$ cat config.mk
export PLATFORM = sky130hd
export DESIGN_NAME = accum_diff
export DESIGN_NICKNAME = d
export VERILOG_FILES = /design/src/rtl/cnt_pkg.sv /design/src/rtl/hs_pipe_reg.sv /design/src/rtl/accum_diff.sv
export SDC_FILE = /design/constraint.sdc
export NUM_CORES = 1
export LEC_CHECK = 0
export CORE_ASPECT_RATIO = 1.1
export CORE_MARGIN = 3
export CORE_UTILIZATION = 55
export CTS_CLUSTER_SIZE = 28
export DETAILED_ROUTE_END_ITERATION = 6
export GPL_TIMING_DRIVEN = 1
export PLACE_DENSITY = 0.9
export SLEW_MARGIN = 20
export SYNTH_ARGS = -nofsm -noshare
export SYNTH_HDL_FRONTEND = slang
export SYNTH_SLANG_ARGS = --single-unit
export TNS_END_PERCENT = 30
$ cat constraint.sdc
create_clock -name clk -period 5.3 [get_ports clk]
set_input_delay 0.795 -clock clk [delete_from_list [all_inputs] [get_ports clk]]
set_output_delay 0.795 -clock clk [all_outputs]
set_load 0.05 [all_outputs]
$ cat src/rtl/cnt_pkg.sv
// Shared constants and types for the counter library blocks.
// Default widths match the accumulator so snapshot streams line up without adaptation.
package cnt_pkg;

  localparam int CNT_DW = 8;
  localparam int CNT_CW = 16;

  typedef struct packed {
    logic valid;
    logic first;
  } hs_status_t;

endpackage

$ cat src/rtl/hs_pipe_reg.sv
// Single-entry valid/ready register slice with synchronous clear.
// Accepts a new beat in the same cycle the held one drains, so throughput stays at one per cycle.
module hs_pipe_reg #(
  parameter int PW = 8
) (
  input  logic          clk,
  input  logic          rst,
  input  logic          clr,
  input  logic          in_valid,
  output logic          in_ready,
  input  logic [PW-1:0] in_data,
  output logic          out_valid,
  input  logic          out_ready,
  output logic [PW-1:0] out_data
);

  assign in_ready = !rst && !clr && (!out_valid || out_ready);

  always_ff @(posedge clk or posedge rst) begin
    if (rst) begin
      out_valid <= 1'b0;
      out_data  <= '0;
    end else if (clr) begin
      out_valid <= 1'b0;
    end else if (in_valid && in_ready) begin
      out_valid <= 1'b1;
      out_data  <= in_data;
    end else if (out_ready) begin
      out_valid <= 1'b0;
    end
  end

endmodule

$ cat src/rtl/accum_diff.sv
// First-difference stage: turns a stream of accumulated values back into per-interval increments.
// Re-accumulating out_data reproduces in_data exactly, modulo 2^DW.
module accum_diff
  import cnt_pkg::*;
#(
  parameter int DW = CNT_DW,
  parameter int CW = CNT_CW
) (
  input  logic          clk,
  input  logic          rst,
  input  logic          clr,
  input  logic          in_valid,
  output logic          in_ready,
  input  logic [DW-1:0] in_data,
  output logic          out_valid,
  input  logic          out_ready,
  output logic [DW-1:0] out_data,
  output logic          out_first,
  output logic [CW-1:0] nsamp
);

  logic [DW-1:0] prev;
  logic          first_pend;
  logic [DW-1:0] diff;
  logic          accept;
  logic [DW:0]   pipe_in;
  logic [DW:0]   pipe_out;

  assign diff    = in_data - prev;
  assign accept  = in_valid && in_ready;
  assign pipe_in = {first_pend, diff};

  hs_pipe_reg #(.PW(DW + 1)) u_pipe (
    .clk       (clk),
    .rst       (rst),
    .clr       (clr),
    .in_valid  (in_valid),
    .in_ready  (in_ready),
    .in_data   (pipe_in),
    .out_valid (out_valid),
    .out_ready (out_ready),
    .out_data  (pipe_out)
  );

  assign out_first = pipe_out[DW];
  assign out_data  = pipe_out[DW-1:0];

  // History is what the next difference is taken against; first sample diffs against zero.
  always_ff @(posedge clk or posedge rst) begin
    if (rst) begin
      prev       <= '0;
      first_pend <= 1'b1;
      nsamp      <= '0;
    end else if (clr) begin
      prev       <= '0;
      first_pend <= 1'b1;
      nsamp      <= '0;
    end else if (accept) begin
      prev       <= in_data;
      first_pend <= 1'b0;
      if (nsamp != {CW{1'b1}})
        nsamp <= nsamp + 1'b1;
    end
  end

endmodule

# After elaboration in Yosys (flattened, before gate mapping)
# Index checks and enable logic that the tools add are counted.
totals:
  ff_bits: 35
  output_inout_bits: 27
classes:
  n_bitwise: 1
  n_mux: 10
  n_reduce_logical: 12
  n_eq_ne: 1
  add_sub_neg: 2
ops:
  columns: ["operator", "n"]
  rows:
  - ["$mux W16", 3]
  - ["$add A16 B1 Y16 const B", 1]
  - ["$mux W8", 2]
  - ["$ne A16 B16 Y1 const B", 1]
  - ["$sub A8 B8 Y8", 1]
  - ["$mux W1", 5]
  - ["$reduce_and A2 Y1", 2]
  - ["$reduce_bool A2 Y1", 2]
  - ["$logic_and A1 B1 Y1", 3]
  - ["$logic_not A1 Y1", 3]
  - ["$reduce_bool A3 Y1", 1]
  - ["$logic_or A1 B1 Y1", 1]
  - ["$not A1 Y1", 1]

# Depth between registers and ports, before layout
logic_depth:
  ltp_word: 6
  depth_mapped: 9
  mapped_depth_nobuf: 9

# Cells and area by module
# A second synthesis with hierarchy kept.
unflattened:
  hier_cells: 211
  area_unflattened_um2: 1999.4
by_module_without_submodules:
  columns: ["mod", "area_per_inst_um2", "cells_per_inst", "seq_area_each_um2", "instances"]
  rows:
  - ["accum_diff", 1594.0, 186, 626.9, 1]
  - ["hs_pipe_reg", 405.4, 25, 250.2, 1]

# Least setup slack after synthesis
# No wires, ideal clock.
synth_timing:
  path_type: "input port to output port"
  from: "in clr"
  to: "out in_ready"
  setup_slack_ns: 2.455
  stages: 2
  arrival_time_ns: 2.050
  cell_sequence: "buf_2 > nor3_1"
synth_via:
  elab_chain_cells: 3
synth_lines:
  columns: ["item", "line_no", "text"]
  rows:
  - ["start: declaration", "accum_diff.sv:11", "input logic clr,"]
  - ["$logic_not A1 Y1", "hs_pipe_reg.sv:17", "assign in_ready = !rst && !clr && (!out_valid || out_ready);"]
  - ["$logic_and A1 B1 Y1 (2 in series)", "hs_pipe_reg.sv:17", null]
  - ["end: declaration", "accum_diff.sv:13", "output logic in_ready,"]
# Every way passes these cells.

# Worst setup path in the final report
# Same ends and word-level chain as after synthesis.

==> summary.md <==
| Metric | Value |
|---|---|
| Status | `finished clean` |
| Routed WL per cell | `around 15 um` |
| Clock Path Buffers | `2` |
| CP arrival | `2.45 ns` |
| Peak VDD IR | `152 uV` |
| Pint | `0.402 mW` |
| Crit Path Class | `in2out` |
| # fillers | `264` |
| Vias | `1,613` |
| Chip Width | `63.1 um` |
| Worst hold path startpoint | `u_pipe.out_data[3]$_DFFE_PP0P_` |
| CTS Buf Count | `5` |
| H-tree depth | `2` |
| Synthesized area per cell | `about 9.6 um^2` |
| Top cell type's share of synthesized area | `43.2%` |
| DRC Markers | `0` |
| Post-synthesis mux area share | `~1.7%` |
| Final antenna-violating net count | `0` |
| CP Launch Type | `input port` |
| DR pass1 iterations | `4` |
| I/O pin count | `40` |
| Share of cells above drive strength 1 | `10.0%` |
| Critical Path Sink Type | `output pin` |
| Synth area leader | `dfrtp_1` |
| Grt total ovfl | `0` |
| Fin crit period | `3.25 ns` |
| Leak | `a little over 1 nW` |
| Final worst slack | `2.05 ns` |
| Clock share of power | `22.9%` |
| Clk Latency, worst-skew pair | `0.35 ns` |
| Library cells used by synthesis | `44` |
| Initial antenna violation count | `0` |
| Slew Viols, Final | `0` |
| Initial core utilization | `58.2%` |
| Clock Pin Slew Worst Setup and Hold Paths | `0.10 ns` |
| Nets | `270` |
| Register area share after synthesis | `between 40% and 50%` |
| Compound-Gate Fraction of Synth Area | `12.2%` |
| Mapped Area | `0.00197 mm^2` |
| CTS tree | `built` |
| Main combinational cell family by area after synthesis | `simple AND/OR/NAND/NOR gates` |
| Fin crit share | `61.2%` |
| Routed wire length | `between 4 and 5 mm` |
| Flop pwr share | `48.5%` |
| Port buffer count | `39` |
| Asr flop ratio synth | `100%` |
| #FFs+latches synth | `35` |
| Post-Place Setup Slack | `2.04 ns` |
| TNS Setup | `0 ns` |
| Worst r2r src | `u_pipe.out_valid$_DFFE_PP0P_` |
| Placed cell count | `289` |
| Final setup viols | `0` |
| Psw | `0.212 mW` |
| Main synth FF type | `dfrtp_1` |
| Combinational share of power | `28.6%` |
| Mapped Nets | `228` |
| Die H | `68.8 um` |
| DP HPWL | `3.10 mm` |
| Count of hold-fix buffers inserted at cts | `0` |
| Required @ worst endpoint | `4.51 ns` |
| Drt initial violations | `94` |
| Clock sink count | `35` |
| Synth top area cells | `dfrtp_1 43%, nand2_1 5.5%, ha_1 5.1%` |
| Max Freq | `0.308 GHz` |
| Max_cap viols | `0` |
| Sink of the worst hold path | `u_pipe.out_data[3]$_DFFE_PP0P_` |
| Gpl congestion | `between 0.8 and 0.9` |
| Yosys warning count | `0` |
| EDFF count, synth | `0` |
| Unrepaired setup endpoints after global routing | `false` |
| Hold slack | `between 0.4 and 0.5 ns` |
| Worst reg-to-reg setup slack | `roughly 3.3 ns` |
| Worst Tran Pin Value | `1.06 ns` |
| R2r endpoint | `nsamp[8]$_DFFE_PP0P_` |
| Finished Core Util | `72.7%` |
| Largest net degree at the start of global routing | `37` |
| Post-synthesis xor/xnor area fraction | `6.22%` |
| Worst-path fanout max | `26` |
| Power density cells | `~250 mW/mm^2` |
| DIE AREA | `0.00434 mm^2` |
| Vias in the first global route | `roughly 1,700` |
| GRT Overall Usage | `roughly 22%` |
| Sw Share | `34.5%` |
| Core Rows | `22` |
| Simple-Gate Fraction of Synth Area | `25.3%` |
| Via density per instance | `approximately 5.4` |
| First-pass GRT wire length | `7.46 mm` |
| Syn Inst Count | `between 200 and 250` |
| Final Non-Filler Cells | `297` |
| Diode count | `0` |
| Worst slew margin | `28.8%` |
| Worst min-delay path class | `reg2reg` |
| Number of setup buffers added after CTS | `0` |
| Core footprint | `0.00339 mm^2` |
| WHS Path Cells | `2` |
| Skew final | `0.0189 ns` |
| Hold Violations, Final | `0` |
| Synth Area in Adders | `6.10%` |
| CTS root buf | `clkbuf_4` |
| R2R cell count | `5` |
| Post-cts sizing count | `0` |
| Layout area overhead | `24.9%` |
-- layer usage --
| metal | vias up | GRT usage [%] | share of wire (%) | wire length, um |
|---|---|---|---|---|
| li1 | 794 | - | - | - |
| met1 | 767 | 22.0 | 41 | 1750 |
| met2 | 42 | 42.7 | 52 | 2260 |
| met5 | - | 0 | 0 | 0 |
| met3 | 10 | 7.62 | 4.8 | 208 |
| met4 | 0 | 11.6 | 2.2 | 95 |
-- Yosys cell counts, types with 2 or more instances --
master,number
dfrtp_1,34
nand2_1,29
nor2_1,16
a21oi_1,15
inv_1,14
nand3_1,10
ha_1,8
o21ai_0,8
xnor2_1,8
nor3_1,6
xor2_1,6
nand2b_1,4
clkbuf_1,3
mux2_2,3
nand4_1,3
nor4_1,3
a211oi_1,2
buf_2,2
nand3b_1,2
nand4_4,2
nor4_4,2
o21a_1,2
o21bai_1,2
o31ai_1,2
-- layout make-up --
type / count / area [um^2] / share of cell area (%)
clock buffer: 7 / 45.0 / 1.83
tap: 48 / 60.1 / 2.44
multi-input combinational: 151 / 1020 / 41.3
timing repair buffer: 41 / 405 / 16.5
clock inverter: 1 / 5.00 / 0.203
inverter: 14 / 52.6 / 2.14
sequential: 35 / 877 / 35.6
-- stage by stage --
stage | cell area, um^2 | total power [mW]
6_report | 2460 | 0.613
5_1_grt | 2460 | 0.650
4_1_cts | 2460 | 0.622
3_5_place_dp | 2410 | 0.479
3_3_place_gp | 2410 | 0.474
2_1_floorplan | 1970 | 0.420
-- critical path, stage by stage --
cell	delay [ns]
clkdlybuf4s50_1	0.39
buf_4	0.22
nor3_1	0.21
clkdlybuf4s50_1	0.82
-- registers in the layout (all words and copies together) (netlist names) --
| register | cells |
|---|---|
| nsamp | 16 |
| u_pipe.out_data | 9 |
| prev | 8 |
| first_pend | 1 |
| u_pipe.out_valid | 1 |
-- layout by cell type (no fill, tap or decap), drive strengths merged, types with 3 or more instances in the layout --
cell / count
nor3: 7
nor4: 5
inv: 14
nand2: 29
a21oi: 17
xnor2: 8
ha: 8
nand3: 11
mux2: 3
o21ai: 9
clkbuf: 7
nand4: 5
dfrtp: 34
xor2: 6
nand2b: 4
nor2: 17
clkdlybuf4s50: 39
-- power groups by stage --
stage	Clock, mW	Combinational (mW)	Sequential [mW]
floorplan	0	0.0578	0.362
global placement	0	0.172	0.302
detailed placement	0	0.176	0.304
CTS	0.148	0.176	0.298
global route	0.160	0.188	0.302
finish	0.140	0.176	0.298
-- cells by family (layout without fill, tap and decap cells) --
family / after synthesis / in the layout
buffers and inverters: 20 / 63
flip-flops: 35 / 35
AND/OR/NAND/NOR: 87 / 87
multiplexers: 3 / 3
AO/OA/AOI/OAI: 38 / 38
adder cells (fa/ha/maj): 9 / 9
XOR/XNOR: 14 / 14
-- worst max-delay path by stage --
stage | start | to | slack [ns] | depth (start not counted)
floorplan | clr | in_ready | 2.45 | 2
global placement | clr | in_ready | 2.04 | 4
detailed placement | clr | in_ready | 2.04 | 4
CTS | clr | in_ready | 2.04 | 4
global route | clr | in_ready | 1.94 | 4
finish | clr | in_ready | 2.05 | 4
Power figures use the tool's default switching activity.
